$ cat config.mk
export PLATFORM = sky130hd
export DESIGN_NAME = op_serializer
export DESIGN_NICKNAME = d
export VERILOG_FILES = /design/src/rtl/op_serializer.sv
export SDC_FILE = /design/constraint.sdc
export NUM_CORES = 1
export LEC_CHECK = 0
export ABC_AREA = 1
export CORE_MARGIN = 3
export CORE_UTILIZATION = 40
export DETAILED_ROUTE_END_ITERATION = 6
export PLACE_DENSITY = 0.69
export SLEW_MARGIN = 40
export SYNTH_ARGS = -nofsm -noshare
export SYNTH_HDL_FRONTEND = slang
export SYNTH_SLANG_ARGS = --single-unit
$ cat constraint.sdc
create_clock -name clk -period 2.9 [get_ports clk]
set_input_delay 0.29 -clock clk [delete_from_list [all_inputs] [get_ports clk]]
set_output_delay 0.29 -clock clk [all_outputs]
set_load 0.05 [all_outputs]
$ cat src/rtl/op_serializer.sv
// Bit-serial transmitter for op packets: start bit, MSB-first payload, low guard gap.
// Optional OPSER_SHORT_FRAME_EN: opcode 8'h07 sends only the 8-bit opcode byte.
module op_serializer #(
  parameter int unsigned BIT_CLOCKS = 8,
  parameter int unsigned GAP_BITS   = 2
) (
  input  logic        clk,
  input  logic        reset,
  input  logic [39:0] data,
  input  logic        data_valid,
  output logic        can_send_after,
  output logic        data_taken,
  output logic        serial_out,
  output logic        frame_active
);

  localparam int unsigned PKT_W = 40;
  localparam int unsigned PER_W = 8;
  localparam int unsigned GAP_W = 4;
  localparam int unsigned BIT_W = 6;

  localparam logic [PER_W-1:0] PER_LAST  = PER_W'(BIT_CLOCKS - 1);
  localparam logic [GAP_W-1:0] GAP_LAST  = GAP_W'(GAP_BITS - 1);
  localparam logic [BIT_W-1:0] LEN_FULL  = BIT_W'(PKT_W);
  localparam logic [BIT_W-1:0] BIT_LAST  = BIT_W'(1);

  typedef enum logic [1:0] {
    S_IDLE,
    S_START,
    S_DATA,
    S_GAP
  } state_t;

  state_t             state_q, state_d;
  logic [PKT_W-1:0]   shreg_q, shreg_d;
  logic [PER_W-1:0]   per_q, per_d;
  logic [GAP_W-1:0]   gap_q, gap_d;
  logic [BIT_W-1:0]   bits_q, bits_d;
  logic               serial_d, taken_d, can_d, active_d;
  logic [BIT_W-1:0]   load_len_c;
  logic               period_end_c;

`ifdef OPSER_SHORT_FRAME_EN
  localparam logic [7:0]       OP_AUDIO  = 8'h07;
  localparam logic [BIT_W-1:0] LEN_SHORT = BIT_W'(8);
  assign load_len_c = (data[39:32] == OP_AUDIO) ? LEN_SHORT : LEN_FULL;
`else
  assign load_len_c = LEN_FULL;
`endif

  assign period_end_c = (per_q == PER_LAST);

  // State, datapath and registered outputs
  always_ff @(posedge clk or posedge reset) begin
    if (reset) begin
      state_q        <= S_IDLE;
      shreg_q        <= '0;
      per_q          <= '0;
      gap_q          <= '0;
      bits_q         <= '0;
      serial_out     <= 1'b0;
      data_taken     <= 1'b0;
      can_send_after <= 1'b1;
      frame_active   <= 1'b0;
    end else begin
      state_q        <= state_d;
      shreg_q        <= shreg_d;
      per_q          <= per_d;
      gap_q          <= gap_d;
      bits_q         <= bits_d;
      serial_out     <= serial_d;
      data_taken     <= taken_d;
      can_send_after <= can_d;
      frame_active   <= active_d;
    end
  end

  // Next-state and next-output logic
  always_comb begin
    state_d  = state_q;
    shreg_d  = shreg_q;
    per_d    = per_q;
    gap_d    = gap_q;
    bits_d   = bits_q;
    serial_d = serial_out;
    taken_d  = 1'b0;
    can_d    = can_send_after;
    active_d = frame_active;

    case (state_q)
      S_IDLE: begin
        can_d    = 1'b1;
        serial_d = 1'b0;
        active_d = 1'b0;
        if (data_valid) begin
          shreg_d  = data;
          bits_d   = load_len_c;
          per_d    = '0;
          serial_d = 1'b1;
          taken_d  = 1'b1;
          can_d    = 1'b0;
          active_d = 1'b1;
          state_d  = S_START;
        end
      end
      S_START: begin
        if (period_end_c) begin
          per_d    = '0;
          serial_d = shreg_q[PKT_W-1];
          state_d  = S_DATA;
        end else begin
          per_d = per_q + PER_W'(1);
        end
      end
      S_DATA: begin
        if (period_end_c) begin
          per_d = '0;
          if (bits_q == BIT_LAST) begin
            serial_d = 1'b0;
            gap_d    = '0;
            state_d  = S_GAP;
          end else begin
            // Next bit comes from position 38 because the shift lands this edge
            shreg_d  = shreg_q << 1;
            serial_d = shreg_q[PKT_W-2];
            bits_d   = bits_q - BIT_W'(1);
          end
        end else begin
          per_d = per_q + PER_W'(1);
        end
      end
      S_GAP: begin
        serial_d = 1'b0;
        if (period_end_c) begin
          per_d = '0;
          if (gap_q == GAP_LAST) begin
            can_d    = 1'b1;
            active_d = 1'b0;
            state_d  = S_IDLE;
          end else begin
            gap_d = gap_q + GAP_W'(1);
          end
        end else begin
          per_d = per_q + PER_W'(1);
        end
      end
      default: state_d = S_IDLE;
    endcase
  end

endmodule

# == After elaboration in Yosys (flattened, before gate mapping) ==
# Index checks and enable logic that the tools add are counted.
# Widths: inputs -> output; s select.
# totals
ff_bits,64
input_bits,43
out_inout_bits,4
word_cells,72
# op_classes
n_addsub,3
n_eq_ne,14
mux,36
reduce_logical,10
# ops
operator,count
$mux 40,3
$pmux 40 s2,1
$mux 6,3
$mux 4,4
$mux 8,2
$ne 2x2->1 const B,8
$pmux 8 s2,1
$mux 2,6
$pmux 6 s2,1
$mux 1,10
$add 8x1->8 const B,1
$eq 8x3->1 const B,1
$pmux 2 s4,1
$pmux 4 s2,1
$eq 6x1->1 const B,1
$reduce_and 6->1,1
$reduce_bool 2->1,3
$sub 6x1->6 const B,1
$reduce_and 5->1,1
$add 4x1->4 const B,1
$eq 2x2->1 const B,2
$eq 4x1->1 const B,1
$pmux 1 s2,2
$pmux 1 s4,1
6 further kinds,6

# == Logic depth before layout (Yosys ltp) ==
# logic_depth
ltp_word,4
ltp_mapped,11
ltp_nobuf,10

# == Worst setup path after synthesis ==
# OpenSTA, ideal clock, no wires.
# synth_path
path_kind,reg2reg
start,register state_q[0]
end,register bits_q[3]
setup_time_ns,0.117
arrival_ns,1.481
required_time_ns,2.783
slack_ns,1.303
path_stages_with_launch,10
n_path_buf,2
period_less_slack_ns,1.597
cell_sequence,dfrtp_1 > inv_1 > ha_1 > buf_2 > inv_2 > o21ai_2 > nand2_4 > buf_6 > nand2_1 > nand2_1
# synth_between
elab_chain_len,3
elab_cells_between_ends,8
cone_classes,eq/ne (4); mux (1); reduce/logical (3)
# synth_lines
item,line_no,text
start: declaration,34,"state_t state_q, state_d;"
start signal: assignment,66,state_q <= state_d;
$eq 2x2->1 / $logic_not 2->1 (equally long branches),90,case (state_q)
$ne 2x2->1 (no source line) / $reduce_bool 2->1 (equally long branches),n/a,
$reduce_and 4->1 (no source line),n/a,
end signal: assignment,70,bits_q <= bits_d;
end: declaration,38,"logic [BIT_W-1:0] bits_q, bits_d;"
# Parallel ways exist; a longest one is shown, timed or not.
# A chain may end at the register's enable or synchronous reset.

# == Worst setup path after layout ==
# layout_path
start,register state_q[0]
end,register shreg_q[32]
# layout_between
elab_chain_len,3
elab_cells_between_ends,8
cone_classes,eq/ne (4); mux (1); reduce/logical (3)
# layout_lines
item,line_no,text
$eq 2x2->1 / $logic_not 2->1 (equally long branches),90,
$ne 2x2->1 (no source line) / $reduce_bool 2->1 (equally long branches),n/a,
$reduce_and 4->1 (no source line),n/a,
end signal: assignment,67,shreg_q <= shreg_d;
end: declaration,35,"logic [PKT_W-1:0] shreg_q, shreg_d;"
# Parallel ways exist; a longest one is shown, timed or not.

==> summary.md <==
| Metric | Value |
|---|---|
| Worst Path Required | 3.11 ns |
| CORE AREA | 8460 µm² |
| Synthesis-to-finish area growth | 19.7% |
| Area of the die | 10100 µm² |
| Final nets | 589 |
| Post-CTS Hold Buffers | 0 |
| Via/cell ratio | 4.98 |
| Setup crit end | shreg_q[32] |
| Most used DFF post-synth | dfrtp_1 |
| TritonCTS clock tree | done |
| DIE WIDTH | 101 µm |
| Yosys cell types | 28 |
| Congestion Overflow GR | 0 |
| Global-route wire length before repair | 14.1 mm |
| Final period utilization | 85.4% |
| Synth cell count leaders | 255 x nand2_1, 63 x dfrtp_1, 61 x nand3_1 |
| CP startpoint | state_q[0] |
| GR Util met1 | 22.7% |
| Syn_nets | 550 |
| Detailed-route via count | 3218 |
| FF-to-FF Start | state_q[0] |
| EDFF count, synth | 0 |
| Clock Latency Late Sink | 0.33 ns |
| DPL Wire Length | 5.26 mm |
| Clock Sinks | 64 |
| H-tree Lvls | 3 |
| Cts repair resizes | 0 |
| Largest area contributor in the netlist | dfrtp_1 |
| CTS Buf Count | 9 |
| Layout Skew | 0.0142 ns |
| Synth Area per Inst | 7.21 µm² |
| Setup Crit Path Kind | reg -> reg |
| Max-cap violations | 0 |
| Placed Cells | 631 |
| Yosys Warn Count | 0 |
| Status | finished, final reports clean |
| Clock tree buffer depth | 2 |
| # diodes | 0 |
| Critical Path End Type | register |
| R2R Setup Slk | 0.42 ns |
| # DRC | 0 |
| Initial antenna violation count | 0 |
| GR Util met3 | 2.01% |
| Vias in the first global route | 3121 |
| Cell Area, Synth | 3590 µm² |
| Final Hold Fails | 0 |
| Root Driver | clkbuf_8 |
| Drt wl/cell | 12.4 µm |
| Worst Hold Class | in -> async |
| Fraction of layout cells with a size suffix above 1 | 6.28% |
| Layout Cells excl Fill | 646 |
| Capturing point of the worst reg2reg path | shreg_q[32] |
| Final setup TNS | 0 ns |
| 1st-iter DRT viols | 207 |
| Post CTS Setup Buffer Count | 0 |
| # fillers | 819 |
| Initial DRT Pass Iterations | 4 |
| Slew @ Worst Pin | 0.691 ns |
| Maximum vdd drop | 0.426 mV |
| Most Crowded Layer GR | met2 |
| RSZ-0062 raised after global routing | false |
| I/O pin cnt | 47 |
| Clock transition at the registers of the reported paths | 0.07 ns |
| Setup crit start kind | register |
| FF-to-FF path depth | 8 |
| ANT nets after route | 0 |
| Arrival @ worst endpoint | 2.68 ns |
| Dpl ws | 0.443 ns |
| FF+latch count, synth | 64 |
| FP Rows | 33 |
| Detailed Route WL | 8.04 mm |
| Relative slew slack | 53.9% |
| Top cells by area, synth | dfrtp_1 44%, nand2_1 27%, nand3_1 8.5%, ha_1 3.1%, inv_1 2.4% |
| Fin crit period | 2.48 ns |
| P per Cell Area | 1070 nW/µm² |
| Top cell type's share of synthesized area | 43.9% |
| Largest net degree at the start of global routing | 47 |
| Max Clk Rate | 404 MHz |
| Final worst-path setup slack | 0.424 ns |
| Slew Viols, Final | 0 |
| Met2 usage | 28.3% |
| Initial Util | 42.4% |
| Most common cell in the netlist | nand2_1 |
| Sequential fraction of the synthesis area | 44.7% |
| Setup violations, final | 0 |
| Syn Inst Count | 498 |
| Die Span Y | 101 µm |
| PortBufs | 46 |
| Critical path peak fanout | 46 |
| Gr usage total | 17.0% |
| Routability cong. | 0.837 |
| Post-synth ARST share | 100% |
| Static leakage | 2.26 nW |
[per-stage QoR]
step	instance area [µm²]	power (mW)	hold WS, ns	utilization (%)
finish	4300	4.58	0.391	50.8
global route	4300	5.04	0.452	50.8
CTS	4300	4.61	0.401	50.8
detailed placement	4090	3.81	0.458	48.3
global placement	4090	3.74	0.454	48.3
floorplan	3590	3.36	0.394	-
[worst max-delay path: stages, from the launching register on]
cell	delay [ns]
dfrtp_1	0.40
inv_1	0.09
ha_1	0.33
inv_2	0.19
nor2_4	0.09
nor2_8	0.51
nand2_4	0.46
nand2_1	0.19
nand2_1	0.07
[worst min-delay path by stage]
| stage | start | endpoint | cells after the start | slack, ns |
|---|---|---|---|---|
| global placement | shreg_q[37] | shreg_q[37] | 2 | 0.45 |
| detailed placement | shreg_q[2] | shreg_q[2] | 2 | 0.46 |
| global route | reset | frame_active | 2 | 0.45 |
| floorplan | data_valid | data_taken | 2 | 0.39 |
| finish | reset | gap_q[2] | 2 | 0.39 |
| CTS | reset | shreg_q[13] | 2 | 0.40 |
[state kept, by name, indices dropped and copies added, names as in the netlist]
| signal | count |
|---|---|
| can_send_after | 1 |
| bits_q | 6 |
| shreg_q | 40 |
| serial_out | 1 |
| state_q | 2 |
| per_q | 8 |
| frame_active | 1 |
| data_taken | 1 |
| gap_q | 4 |
[power by group]
group,switching [mW],total [mW],internal (mW)
Clock,0.336,0.796,0.460
Combinational,1.53,2.26,0.733
Sequential,0.234,1.52,1.29
Total,2.10,4.58,2.48
[metal layers]
| metal | wire length (µm) | vias up |
|---|---|---|
| li1 | - | 1647 |
| met1 | 3830 | 1495 |
| met2 | 3760 | 70 |
| met3 | 383 | 6 |
| met4 | 70 | 0 |
| met5 | 0 | - |
[cell families after synthesis]
| family | count (synthesis) | share of synthesized area, % |
|---|---|---|
| buffers and inverters | 49 | 6.52 |
| adder cells (fa/ha/maj) | 9 | 3.14 |
| AND/OR/NAND/NOR | 354 | 41.5 |
| AO/OA/AOI/OAI | 15 | 2.48 |
| XOR/XNOR | 7 | 1.71 |
| flip-flops | 64 | 44.7 |
[layout make-up]
class	instances	area, µm²	area share (%)
Clock buffer	12	165	3.84
Sequential cell	64	1600	37.3
Inverter	26	97.6	2.27
Tap cell	105	131	3.06
Timing Repair Buffer	51	498	11.6
Multi-Input combinational cell	385	1760	41.0
Clock inverter	3	40.0	0.932
[placed cells by master, fill, tap and decap left out, types with 3 or more instances in the layout]
| master | synthesis | layout |
|---|---|---|
| clkbuf_8 | 0 | 12 |
| nand2_1 | 255 | 255 |
| xnor2_1 | 3 | 3 |
| xor2_1 | 4 | 4 |
| nand3_1 | 61 | 61 |
| ha_1 | 9 | 8 |
| buf_4 | 1 | 5 |
| nor2_1 | 19 | 19 |
| nor3_1 | 3 | 3 |
| inv_1 | 23 | 22 |
| inv_2 | 3 | 4 |
| nor2_4 | 3 | 3 |
| nand4_1 | 7 | 7 |
| dfrtp_1 | 63 | 63 |
| clkdlybuf4s50_1 | 0 | 46 |
| o21ai_0 | 8 | 8 |
Power figures use the tool's default switching activity.
